$ cat src/rtl/audio_in.sv
// I2S ADC-path receiver: synchronises BCLK/LRCK/ADCDAT into clk, deserialises
// left/right words and queues complete pairs in a first-word-fall-through FIFO.
module audio_in #(
    parameter int DATA_WIDTH  = 24,
    parameter int FIFO_DEPTH  = 4,
    parameter int SYNC_STAGES = 2
) (
    input  logic                          clk,
    input  logic                          reset,
    input  logic                          bclk,
    input  logic                          lrck,
    input  logic                          adcdat,
    input  logic                          read_enable,
    output logic [DATA_WIDTH-1:0]         left_sample,
    output logic [DATA_WIDTH-1:0]         right_sample,
    output logic                          sample_valid,
    output logic [$clog2(FIFO_DEPTH):0]   fifo_count,
    output logic                          overflow
);

    localparam int PW = $clog2(FIFO_DEPTH);
    localparam int CW = $clog2(DATA_WIDTH + 1);

    typedef enum logic [1:0] {S_IDLE, S_DELAY, S_SHIFT, S_WAIT} state_t;

    logic [SYNC_STAGES-1:0]  r_bclk_sync, r_lrck_sync, r_dat_sync;
    logic                    r_bclk_prev, r_lrck_prev;
    logic                    w_bclk_s, w_lrck_s, w_dat_s, w_bclk_rise, w_lrck_chg;

    state_t                  r_state, w_next;
    logic                    w_start, w_shift, w_done, w_abort;
    logic [DATA_WIDTH-1:0]   r_shift, r_left_hold, w_word;
    logic [CW-1:0]           r_bit_cnt;
    logic                    r_channel, r_left_ready;
    logic                    r_push_req;
    logic [2*DATA_WIDTH-1:0] r_push_data;

    logic [2*DATA_WIDTH-1:0] r_mem [FIFO_DEPTH];
    logic [PW-1:0]           r_wr_ptr, r_rd_ptr;
    logic [PW:0]             r_count;
    logic                    r_overflow;
    logic                    w_pop, w_push, w_full;
    logic [2*DATA_WIDTH-1:0] w_head;

    always_ff @(posedge clk or posedge reset) begin
        if (reset) begin
            r_bclk_sync <= '0;
            r_lrck_sync <= '0;
            r_dat_sync  <= '0;
            r_bclk_prev <= 1'b0;
            r_lrck_prev <= 1'b0;
        end else begin
            r_bclk_sync[0] <= bclk;
            r_lrck_sync[0] <= lrck;
            r_dat_sync[0]  <= adcdat;
            for (int unsigned i = 1; i < SYNC_STAGES; i++) begin
                r_bclk_sync[i] <= r_bclk_sync[i-1];
                r_lrck_sync[i] <= r_lrck_sync[i-1];
                r_dat_sync[i]  <= r_dat_sync[i-1];
            end
            r_bclk_prev <= w_bclk_s;
            r_lrck_prev <= w_lrck_s;
        end
    end

    assign w_bclk_s    = r_bclk_sync[SYNC_STAGES-1];
    assign w_lrck_s    = r_lrck_sync[SYNC_STAGES-1];
    assign w_dat_s     = r_dat_sync[SYNC_STAGES-1];
    assign w_bclk_rise = w_bclk_s & ~r_bclk_prev;
    assign w_lrck_chg  = w_lrck_s ^ r_lrck_prev;
    assign w_word      = {r_shift[DATA_WIDTH-2:0], w_dat_s};

    always_ff @(posedge clk or posedge reset) begin
        if (reset) r_state <= S_IDLE;
        else       r_state <= w_next;
    end

    always_comb begin
        w_next  = r_state;
        w_start = 1'b0;
        w_shift = 1'b0;
        w_done  = 1'b0;
        w_abort = 1'b0;
        case (r_state)
            S_IDLE:  if (w_lrck_chg) w_next = S_DELAY;
            S_DELAY: if (w_bclk_rise) begin
                w_start = 1'b1;
                w_next  = S_SHIFT;
            end
            S_SHIFT: if (w_lrck_chg) begin
                w_abort = 1'b1;
                w_next  = S_DELAY;
            end else if (w_bclk_rise) begin
                w_shift = 1'b1;
                if (r_bit_cnt == CW'(DATA_WIDTH - 1)) begin
                    w_done = 1'b1;
                    w_next = S_WAIT;
                end
            end
            S_WAIT:  if (w_lrck_chg) w_next = S_DELAY;
            default: w_next = S_IDLE;
        endcase
    end

    // Completed pairs are staged one cycle in r_push_req/r_push_data before the FIFO write.
    always_ff @(posedge clk or posedge reset) begin
        if (reset) begin
            r_shift      <= '0;
            r_bit_cnt    <= '0;
            r_channel    <= 1'b0;
            r_left_hold  <= '0;
            r_left_ready <= 1'b0;
            r_push_req   <= 1'b0;
            r_push_data  <= '0;
        end else begin
            r_push_req <= 1'b0;
            if (w_start) begin
                r_channel <= w_lrck_s;
                r_shift   <= '0;
                r_bit_cnt <= '0;
            end
            if (w_shift) begin
                r_shift   <= w_word;
                r_bit_cnt <= r_bit_cnt + CW'(1);
            end
            if (w_abort) r_left_ready <= 1'b0;
            if (w_done) begin
                if (!r_channel) begin
                    r_left_hold  <= w_word;
                    r_left_ready <= 1'b1;
                end else if (r_left_ready) begin
                    r_push_req   <= 1'b1;
                    r_push_data  <= {r_left_hold, w_word};
                    r_left_ready <= 1'b0;
                end
            end
        end
    end

    assign w_full = (r_count == (PW+1)'(FIFO_DEPTH));
    assign w_pop  = read_enable & (r_count != '0);
    assign w_push = r_push_req & (~w_full | w_pop);

    always_ff @(posedge clk or posedge reset) begin
        if (reset) begin
            for (int unsigned i = 0; i < FIFO_DEPTH; i++) r_mem[i] <= '0;
            r_wr_ptr   <= '0;
            r_rd_ptr   <= '0;
            r_count    <= '0;
            r_overflow <= 1'b0;
        end else begin
            if (w_push) begin
                r_mem[r_wr_ptr] <= r_push_data;
                r_wr_ptr        <= r_wr_ptr + PW'(1);
            end
            if (w_pop) r_rd_ptr <= r_rd_ptr + PW'(1);
            if (w_push && !w_pop)      r_count <= r_count + (PW+1)'(1);
            else if (!w_push && w_pop) r_count <= r_count - (PW+1)'(1);
            if (r_push_req && w_full && !w_pop) r_overflow <= 1'b1;
        end
    end

    assign w_head       = r_mem[r_rd_ptr];
    assign sample_valid = (r_count != '0);
    assign left_sample  = sample_valid ? w_head[2*DATA_WIDTH-1:DATA_WIDTH] : '0;
    assign right_sample = sample_valid ? w_head[DATA_WIDTH-1:0] : '0;
    assign fifo_count   = r_count;
    assign overflow     = r_overflow;

endmodule

$ cat config.mk
export PLATFORM = sky130hd
export DESIGN_NAME = audio_in
export DESIGN_NICKNAME = d
export VERILOG_FILES = /design/src/rtl/audio_in.sv
export SDC_FILE = /design/constraint.sdc
export NUM_CORES = 1
export LEC_CHECK = 0
export ABC_AREA = 1
export ABC_CLOCK_PERIOD_IN_PS = 11500
export CORE_MARGIN = 3
export CORE_UTILIZATION = 45
export CTS_CLUSTER_SIZE = 10
export DETAILED_ROUTE_END_ITERATION = 10
export SKIP_CTS_REPAIR_TIMING = 1
export SYNTH_ARGS = -nofsm -noshare
export SYNTH_HDL_FRONTEND = slang
export SYNTH_SLANG_ARGS = --single-unit
$ cat constraint.sdc
create_clock -name clk -period 11.5 [get_ports clk]
set_clock_uncertainty 0.1 [all_clocks]
set_input_delay 1.15 -clock clk [delete_from_list [all_inputs] [get_ports clk]]
set_output_delay 1.15 -clock clk [all_outputs]
set_load 0.05 [all_outputs]
==> flow_summary.json <==
{
  "grt_pass1_wl_um": 57660,
  "drive_gt1_share_pct": 6.719,
  "synthSimpleGateAreaFrac_pct": 17.80,
  "cts_sinks": 313,
  "syn_to_final_growth_pct": 12.13,
  "powerDensity_nw_per_um2": 231.0,
  "min_path_type": "flip-flop to flip-flop",
  "grt-ovfl-total": 0,
  "row_count": 63,
  "syn_area_per_cell_um2": 8.559,
  "fp.dieH_um": 182.5,
  "worstSetupStartpoint": "r_rd_ptr[0]$_DFFE_PP0P_",
  "grt_use_total_pct": 21.00,
  "worstPathMaxFanout": 100,
  "fp.dieArea_um2": 33310,
  "cp.required_ps": 10250,
  "cts_buffers": 38,
  "synth_compound_area_share_pct": 16.81,
  "ys_seq_area_share_pct": 55.87,
  "routedWlPerCell_um": 16.60,
  "r2r_end": "r_mem[163]$_DFFE_PP0P_",
  "min_period_over_period_pct": 43.37,
  "mostFrequentLayoutCells": "nand2_1 (525), dfrtp_1 (311), o21ai_0 (223)",
  "setup_tns_ps": 0,
  "core-area_um2": 30190,
  "synthCells": 1638,
  "synth.area.mux_share_pct": 0.08032,
  "ys_warn_count": 0,
  "final_common_cell": "nand2_1",
  "hpwl_um": 18980,
  "postRouteWirelength_um": 33890,
  "grt_setup_unrepaired": "false",
  "maxSlewViolCount": 0,
  "grt_max_degree": 103,
  "insertedDiodeCount": 0,
  "start_util_pct": 46.44,
  "clk_latency_ps": 510,
  "syn_nets": 1653,
  "cts_buffer_depth": 3,
  "netlist_area_um2": 14020,
  "tightest_slew_ps": 1062,
  "clk_pin_slew_ps": 50,
  "cap_violations": 0,
  "dr.pass1.iters": 5,
  "timing_hold_violations_final": 0,
  "clock-root-buffer": "clkbuf_16",
  "dieWidth_um": 182.5,
  "vias": 10830,
  "ir_drop_mv": 0.1773,
  "post-route-min-period_ps": 4988,
  "ys_ff_latch": 313,
  "ff2ff_path_depth": 8,
  "viasPerCell": 5.301,
  "r2r_start": "fifo_count[0]$_DFFE_PP0P_",
  "gp_congestion": 0.7540,
  "start_kind": "flip-flop",
  "synth-xor-area-share_pct": 0.3748,
  "slew_headroom_pct": 29.18,
  "cts_tree": "built",
  "regToRegSetupSlack_ps": 8330,
  "drc_errors": 0,
  "final_antenna_net_count": 0,
  "antenna_found_initial": 0,
  "num-fill-cells": 2815,
  "final_util_pct": 52.07,
  "hold_depth": 0,
  "setup_violations": 0,
  "run_status": "finished clean",
  "synth_fa_ha_area_share_pct": 0.8568,
  "cp_data_arrival_time_ps": 3740,
  "fmax_mhz": 200.5,
  "final_nets": 1654,
  "synth_top_family_by_area": "simple AND/OR/NAND/NOR gates",
  "endpoint_kind": "primary output",
  "io-pin-count": 59,
  "hold_path_end": "r_bclk_sync[1]$_DFF_PP0_",
  "dr.first_iter.drc_count": 766,
  "portBuffers": 58,
  "leakage_nw": 7.821,
  "crit_type": "flip-flop to primary output",
  "htreeDepth": 2,
  "hp-start": "r_bclk_sync[0]$_DFF_PP0_",
  "synth_cell_type_count": 29,
  "grt_pass1_vias": 10770
}
-- worst max-delay path by stage --
stage               slack [ps]                        end  depth (start not counted)
floorplan                 1590  fifo_count[0]$_DFFE_PP0P_                          1
global placement          7050           right_sample[14]                          4
detailed placement        7020           right_sample[14]                          4
CTS                       6490           right_sample[14]                          4
global route              6270           right_sample[14]                          4
finish                    6510           right_sample[14]                          4
-- critical path, stage by stage (launching register included) --
cell	delay, ps
dfrtp_4	990
buf_4	850
o211ai_1	150
a21oi_1	290
clkdlybuf4s50_1	860
-- stage by stage --
step / hold WS [ps] / instances / power (mW) / worst slack [ps] / cell area [µm²]
6_report: 246.7 / 2042 / 3.631 / 6512 / 15720
5_1_grt: 262.4 / 2042 / 3.803 / 6265 / 15720
4_1_cts: 249.3 / 2042 / 3.674 / 6491 / 15720
3_5_place_dp: 237.3 / 1989 / 2.597 / 7024 / 14650
3_3_place_gp: 233.8 / 1989 / 2.589 / 7052 / 14650
2_1_floorplan: 231.2 / 1638 / 2.164 / 1592 / 14020
-- cells in the mapped netlist (all sizes together) --
| master | count | area, µm² |
|---|---|---|
| o211ai | 45 | 337.8 |
| clkbuf | 53 | 198.9 |
| dfrtp | 313 | 7833 |
| o21ai | 276 | 1505 |
| nor2 | 15 | 86.33 |
| mux2 | 1 | 11.26 |
| inv | 148 | 555.5 |
| clkinv | 2 | 7.510 |
| nand2 | 530 | 2002 |
| buf | 60 | 387.9 |
| nand3 | 78 | 407.9 |
| a31o | 1 | 8.760 |
| xnor2 | 1 | 8.760 |
| a21oi | 101 | 505.5 |
| ha | 8 | 100.1 |
| xor2 | 5 | 43.79 |
| fa | 1 | 20.02 |
-- cells by family (layout without fill, tap and decap cells) --
group,after synthesis,after routing
AOI/OAI and AO/OA,423,423
xor gates and xnor gates,6,6
adders and majority gates,9,9
buffers and inverters,263,277
DFF,313,313
muxes,1,1
and+or+nand+nor,623,623
-- routing by layer --
layer / vias up / wire (µm) / GRT usage (%)
li1: 5278 / - / -
met1: 5297 / 15960 / 30.38
met3: 50 / 1353 / 2.472
met4: 0 / 608 / 4.723
met2: 200 / 15970 / 34.19
met5: - / 0 / 0
-- cell type report --
type	instances	area [µm²]	share of cell area [%]
clock buffers	50	1027	6.535
clock inverters	3	43.79	0.2786
inverters	150	570.5	3.629
multi-input cells	1062	5052	32.14
flip-flops and latches	313	7838	49.86
well taps	390	488.0	3.104
repair buffers	74	700.7	4.457
-- sequential cells by signal, summed over array words and instances (netlist names) --
| name | count |
|---|---|
| r_wr_ptr | 2 |
| fifo_count | 3 |
| r_push_data | 48 |
| r_left_hold | 24 |
| r_channel | 1 |
| r_push_req | 1 |
| r_shift | 23 |
| r_rd_ptr | 2 |
| r_bit_cnt | 5 |
| overflow | 1 |
| r_left_ready | 1 |
| r_mem | 192 |
| r_lrck_prev | 1 |
| r_lrck_sync | 2 |
| r_bclk_prev | 1 |
| r_state | 2 |
| r_dat_sync | 2 |
| r_bclk_sync | 2 |
-- where the power goes --
group          switching, mW  internal, mW
sequential            0.0835          1.13
combinational          0.948         0.408
clock                  0.426         0.639
total                   1.46          2.17
No activity file was read; power rests on OpenSTA's default activity.
==> patch 1, RTL diff (config.mk and constraints unchanged) <==
`FIFO_DEPTH`: 4 -> 8.
--- a/src/rtl/audio_in.sv
+++ b/src/rtl/audio_in.sv
@@ -2,7 +2,7 @@
 // left/right words and queues complete pairs in a first-word-fall-through FIFO.
 module audio_in #(
     parameter int DATA_WIDTH  = 24,
-    parameter int FIFO_DEPTH  = 4,
+    parameter int FIFO_DEPTH  = 8,
     parameter int SYNC_STAGES = 2
 ) (
     input  logic                          clk,
Ports: changed (resized fifo_count); port bits go from 59 to 60. The function was not compared with the original's and may differ.
==> patch 1 against the unedited design <==
Routed wire length increased by 72%; largest cell class unchanged; worst setup slack got worse by 0.86 ns; sequential power grew 50%; sequential cell count up 195; synthesized area increased by 63%; global-route usage increased by 1.2 points; worst hold slack better by 0.016 ns; final area is 60% higher; power down 2.2%; critical path depth up 3; clock power is 51% higher; core utilization fell by 1.3 points.
==> patch 1: results (changes against the unedited design) <==
<table>
<tr><th>Metric</th><th>Value</th></tr>
<tr><th colspan="2">Run status</th></tr>
<tr><td>Status</td><td>completed</td></tr>
<tr><th colspan="2">Power and ir drop</th></tr>
<tr><td>Max rail drop VDD</td><td>113 uV (-37%)</td></tr>
<tr><td>Static Leakage</td><td>11.5 nW (+47%)</td></tr>
<tr><th colspan="2">Critical path</th></tr>
<tr><td>Crit path max fanout</td><td>79 (-21%)</td></tr>
<tr><td>R2R Setup Slk</td><td>8.56 ns (+0.23 ns)</td></tr>
<tr><td>Worst-case reg-to-reg path depth</td><td>12 (+4)</td></tr>
<tr><td>Data arrival, critical path</td><td>4.60 ns (+0.86 ns)</td></tr>
<tr><td>Reg-to-reg critical path endpoint</td><td>fifo_count[3]</td></tr>
<tr><th colspan="2">Global routing</th></tr>
<tr><td>GRT Util Overall</td><td>0.222 (+0.0115)</td></tr>
<tr><td>Vias in the first global route</td><td>17600 (+64%)</td></tr>
<tr><td>Global-route wire length before repair</td><td>96200 um (+67%)</td></tr>
<tr><th colspan="2">Synthesis</th></tr>
<tr><td>Leading cell types by count after synthesis</td><td>sky130_fd_sc_hd__nand2_1, sky130_fd_sc_hd__o21ai_0, sky130_fd_sc_hd__dfrtp_1</td></tr>
<tr><td>Post-synthesis cell type count</td><td>26 (-10%)</td></tr>
<tr><td>Main area contributors after synthesis</td><td>sky130_fd_sc_hd__dfrtp_1, sky130_fd_sc_hd__nand2_1, sky130_fd_sc_hd__o21ai_0, sky130_fd_sc_hd__nor2_1, sky130_fd_sc_hd__inv_1</td></tr>
<tr><td>Post-Synthesis Net Count</td><td>2827 (+71%)</td></tr>
<tr><td>Sequential share of the synthesized area</td><td>0.557 (-0.00191)</td></tr>
<tr><th colspan="2">Clocking</th></tr>
<tr><td>Clock insertion delay at the later pin of the skew report</td><td>0.60 ns (+0.09 ns)</td></tr>
<tr><td>Cts bufs inserted</td><td>58 (+53%)</td></tr>
<tr><td>Number of buffers on the longest clock path</td><td>3 (unchanged)</td></tr>
<tr><th colspan="2">Placed design</th></tr>
<tr><td>Routability congestion estimate from global placement</td><td>0.789 (+4.6%)</td></tr>
<tr><td>PortBufs</td><td>59 (+1.7%)</td></tr>
<tr><th colspan="2">Routing</th></tr>
<tr><td>Wire per inst</td><td>17.0 um (+2.3%)</td></tr>
<tr><td>Violation count after the first detailed-routing iteration</td><td>1466 (+91%)</td></tr>
<tr><th colspan="2">Cells and area</th></tr>
<tr><td>Share of final-layout standard cells stronger than drive strength 1</td><td>0.0396 (-0.0276)</td></tr>
<tr><td>Fillers</td><td>4740 (+68%)</td></tr>
<tr><th colspan="2">Timing</th></tr>
<tr><td>Worst slew margin</td><td>0.205 (-0.0866)</td></tr>
</table>
## patch 1: cell count changes after synthesis, sizes merged, moves of 51 or more
cell,delta
dfrtp,+195
nand2,+211
nor2,+435
buf,+51
nand4,+74
a21oi,-99
o21ai,+333
## patch 1: final cells by class
cell class	instances	share of cell area
flip-flops and latches	508	0.505
clock inverters	4	0.00194
well taps	664	0.0330
repair buffers	84	0.0314
inverters	148	0.0224
clock buffers	71	0.0609
multi-input cells	1964	0.345
## patch 1: power by group through the flow
stage          Clock, mW  Combinational, mW  Sequential, mW
2_1_floorplan          0             0.0841            1.84
6_report            1.62              0.111            1.82
4_1_cts             1.67              0.114            1.81
3_5_place_dp           0              0.113            1.85
3_3_place_gp           0              0.110            1.85
5_1_grt             1.74              0.132            1.82
## patch 1: metrics by stage
step / util / setup slack [ns] / hold WS [ns] / cells / instance area, sq um
final: 0.508 / 5.65 / 0.262 / 3443 / 25200
after global routing: 0.508 / 5.30 / 0.283 / 3443 / 25200
after CTS: 0.508 / 5.63 / 0.275 / 3443 / 25200
after detailed placement: 0.476 / 6.27 / 0.262 / 3368 / 23600
after global placement: 0.476 / 6.30 / 0.245 / 3368 / 23600
after floorplan: - / 3.35 / 0.231 / 2812 / 22800
## patch 1: kinds of logic after synthesis
group | after synthesis | share of synthesized area
DFF | 508 | 0.557
AOI/OAI and AO/OA | 612 | 0.134
adders and majority gates | 9 | 0.00526
and+or+nand+nor | 1335 | 0.234
xor gates and xnor gates | 8 | 0.00307
buffers and inverters | 340 | 0.0660
## patch 1: worst max path at each step
stage,cells after the start,endpoint,start
2_1_floorplan,1,fifo_count[0],reset
3_3_place_gp,7,left_sample[0],r_rd_ptr[0]
3_5_place_dp,7,right_sample[18],r_rd_ptr[0]
4_1_cts,7,right_sample[18],r_rd_ptr[0]
5_1_grt,7,right_sample[23],r_rd_ptr[0]
6_report,7,right_sample[18],r_rd_ptr[0]
## patch 1: worst max-delay path, cell delays in order, from the launching register on
cell	delay, ns
sky130_fd_sc_hd__dfrtp_4	0.94
sky130_fd_sc_hd__clkinv_2	1.03
sky130_fd_sc_hd__buf_4	0.65
sky130_fd_sc_hd__o21ai_0	0.27
sky130_fd_sc_hd__o21ai_0	0.11
sky130_fd_sc_hd__nor2_1	0.10
sky130_fd_sc_hd__nor2_1	0.09
sky130_fd_sc_hd__clkdlybuf4s50_1	0.71
## patch 1: layer usage
layer	global-route usage	wire length, um	part of all wire
met2	0.364	27500	0.47
met4	0.0529	1000	0.017
met3	0.0270	2100	0.036
met5	0	0	0
met1	0.316	27800	0.48
==> patch 2, RTL diff (same flow settings) <==
Made on the original files. Compare `r_bit_cnt` against `CW'(DATA_WIDTH - 1)` with >= in place of ==.
--- a/src/rtl/audio_in.sv
+++ b/src/rtl/audio_in.sv
@@ -92,7 +92,7 @@
                 w_next  = S_DELAY;
             end else if (w_bclk_rise) begin
                 w_shift = 1'b1;
-                if (r_bit_cnt == CW'(DATA_WIDTH - 1)) begin
+                if (r_bit_cnt >= CW'(DATA_WIDTH - 1)) begin
                     w_done = 1'b1;
                     w_next = S_WAIT;
                 end
Behaviour: no difference found for any inputs over 10 cycles, from zero or initial values and one cycle with reset high; that may be too few to reach the edited logic, so the function may still have changed.
==> patch 2 against the unedited design <==
Critical endpoint is now left_sample[14]; worst hold slack gained 0.0022 ns; synthesized area grew 0.64%; worst setup slack lost 0.12 ns; critical path type unchanged; power grew 1.1%; synthesized cell count grew 0.73%; first-iteration DRC count grew 15%; fmax shrank 2.3%; final area grew 0.21%; sequential cell count is the same; largest power group unchanged; routed wire length grew 0.83%.
==> patch 2: results (changes against the unedited design) <==
<table>
<tr><th>Metric</th><th>Value</th></tr>
<tr><th colspan="2">Run status</th></tr>
<tr><td>Status</td><td>completed</td></tr>
<tr><th colspan="2">Routing</th></tr>
<tr><td>Met2 Wirelength</td><td>15600 um (-2.6%)</td></tr>
<tr><td>Via Count</td><td>11000 (+2.0%)</td></tr>
<tr><td>Final wirelength</td><td>34200 um (+0.83%)</td></tr>
<tr><th colspan="2">Critical path</th></tr>
<tr><td>Data arrival, critical path</td><td>3.85 ns (+0.11 ns)</td></tr>
<tr><td>Crit path max fanout</td><td>112 (+12%)</td></tr>
<tr><td>Reg-to-reg critical path endpoint</td><td>fifo_count[1]</td></tr>
<tr><td>Worst-case reg-to-reg path depth</td><td>9 (+1)</td></tr>
<tr><th colspan="2">Global routing</th></tr>
<tr><td>GRT Util Overall</td><td>0.208 (-0.00234)</td></tr>
<tr><td>Global-route wire length before repair</td><td>57200 um (-0.80%)</td></tr>
<tr><td>Global Route met1 Usage</td><td>0.310 (+0.00610)</td></tr>
<tr><td>Global-route met3 utilization</td><td>0.0286 (+0.00384)</td></tr>
<tr><td>Pin count of the biggest net entering global routing</td><td>172 (+67%)</td></tr>
<tr><th colspan="2">Synthesis</th></tr>
<tr><td>Sequential share of the synthesized area</td><td>0.555 (-0.00357)</td></tr>
<tr><th colspan="2">Cells and area</th></tr>
<tr><td>Fillers</td><td>2909 (+3.3%)</td></tr>
<tr><td>Finished Core Util</td><td>0.512 (-0.00841)</td></tr>
<tr><td>Share of final-layout standard cells stronger than drive strength 1</td><td>0.0508 (-0.0163)</td></tr>
<tr><th colspan="2">Worst hold path</th></tr>
<tr><td>Worst Hold End</td><td>r_lrck_sync[1]</td></tr>
<tr><td>Hold path start</td><td>r_lrck_sync[0]</td></tr>
<tr><th colspan="2">Timing</th></tr>
<tr><td>Pin slew with the least headroom to its limit</td><td>1.13 ns (+0.0691 ns)</td></tr>
<tr><td>Post-route worst hold slack</td><td>0.249 ns (+0.00219 ns)</td></tr>
<tr><th colspan="2">Placed design</th></tr>
<tr><td>Routability congestion estimate from global placement</td><td>0.736 (-2.3%)</td></tr>
<tr><td>Estimated wirelength of the detail-placed design</td><td>18700 um (-1.6%)</td></tr>
<tr><th colspan="2">Power and ir drop</th></tr>
<tr><td>Max rail drop VDD</td><td>142 uV (-20%)</td></tr>
<tr><td>Static Leakage</td><td>7.81 nW (-0.15%)</td></tr>
</table>
## patch 2: layout make-up
| cell class | instances | area share |
|---|---|---|
| clock inverters | 1 | 0.000556 |
| well taps | 396 | 0.0315 |
| repair buffers | 72 | 0.0443 |
| multi-input cells | 1067 | 0.322 |
| clock buffers | 51 | 0.0688 |
| flip-flops and latches | 313 | 0.498 |
| inverters | 148 | 0.0357 |
## patch 2: logic make-up after synthesis
logic type,count (synthesis),share of synthesized area
simple gates,631,0.186
compound gates,420,0.159
flops,313,0.555
buf+inv,270,0.0873
fa+ha+maj,9,0.00851
xor+xnor,6,0.00372
mux,1,0.000798
## patch 2: power breakdown
group | internal, mW | switching, mW
Combinational | 0.410 | 0.965
Clock | 0.648 | 0.434
Sequential | 1.13 | 0.0877
## patch 2: critical path: stages, from the launching register on
cell and delay, ns:
sky130_fd_sc_hd__dfrtp_4 0.91, sky130_fd_sc_hd__buf_4 0.89, sky130_fd_sc_hd__o21ai_0 0.20, sky130_fd_sc_hd__a21oi_1 0.24, sky130_fd_sc_hd__clkdlybuf4s50_1 0.86
## patch 2: worst max-delay path by stage
stage                     slack, ns  cells after the start        start              end
final                          6.40                      4  r_rd_ptr[0]  left_sample[14]
after detailed placement       6.96                      6  r_rd_ptr[0]  left_sample[23]
after CTS                      6.40                      6  r_rd_ptr[0]  left_sample[23]
after global routing           6.18                      6  r_rd_ptr[0]  left_sample[23]
after global placement         7.00                      6  r_rd_ptr[0]  left_sample[23]
after floorplan                1.59                      1        reset    fifo_count[0]
## patch 2: stage by stage
| stage | cells | setup WS, ns |
|---|---|---|
| after floorplan | 1650 | 1.59 |
| after global placement | 1996 | 7.00 |
| after detailed placement | 1996 | 6.96 |
| after CTS | 2048 | 6.40 |
| after global routing | 2048 | 6.18 |
| final | 2048 | 6.40 |
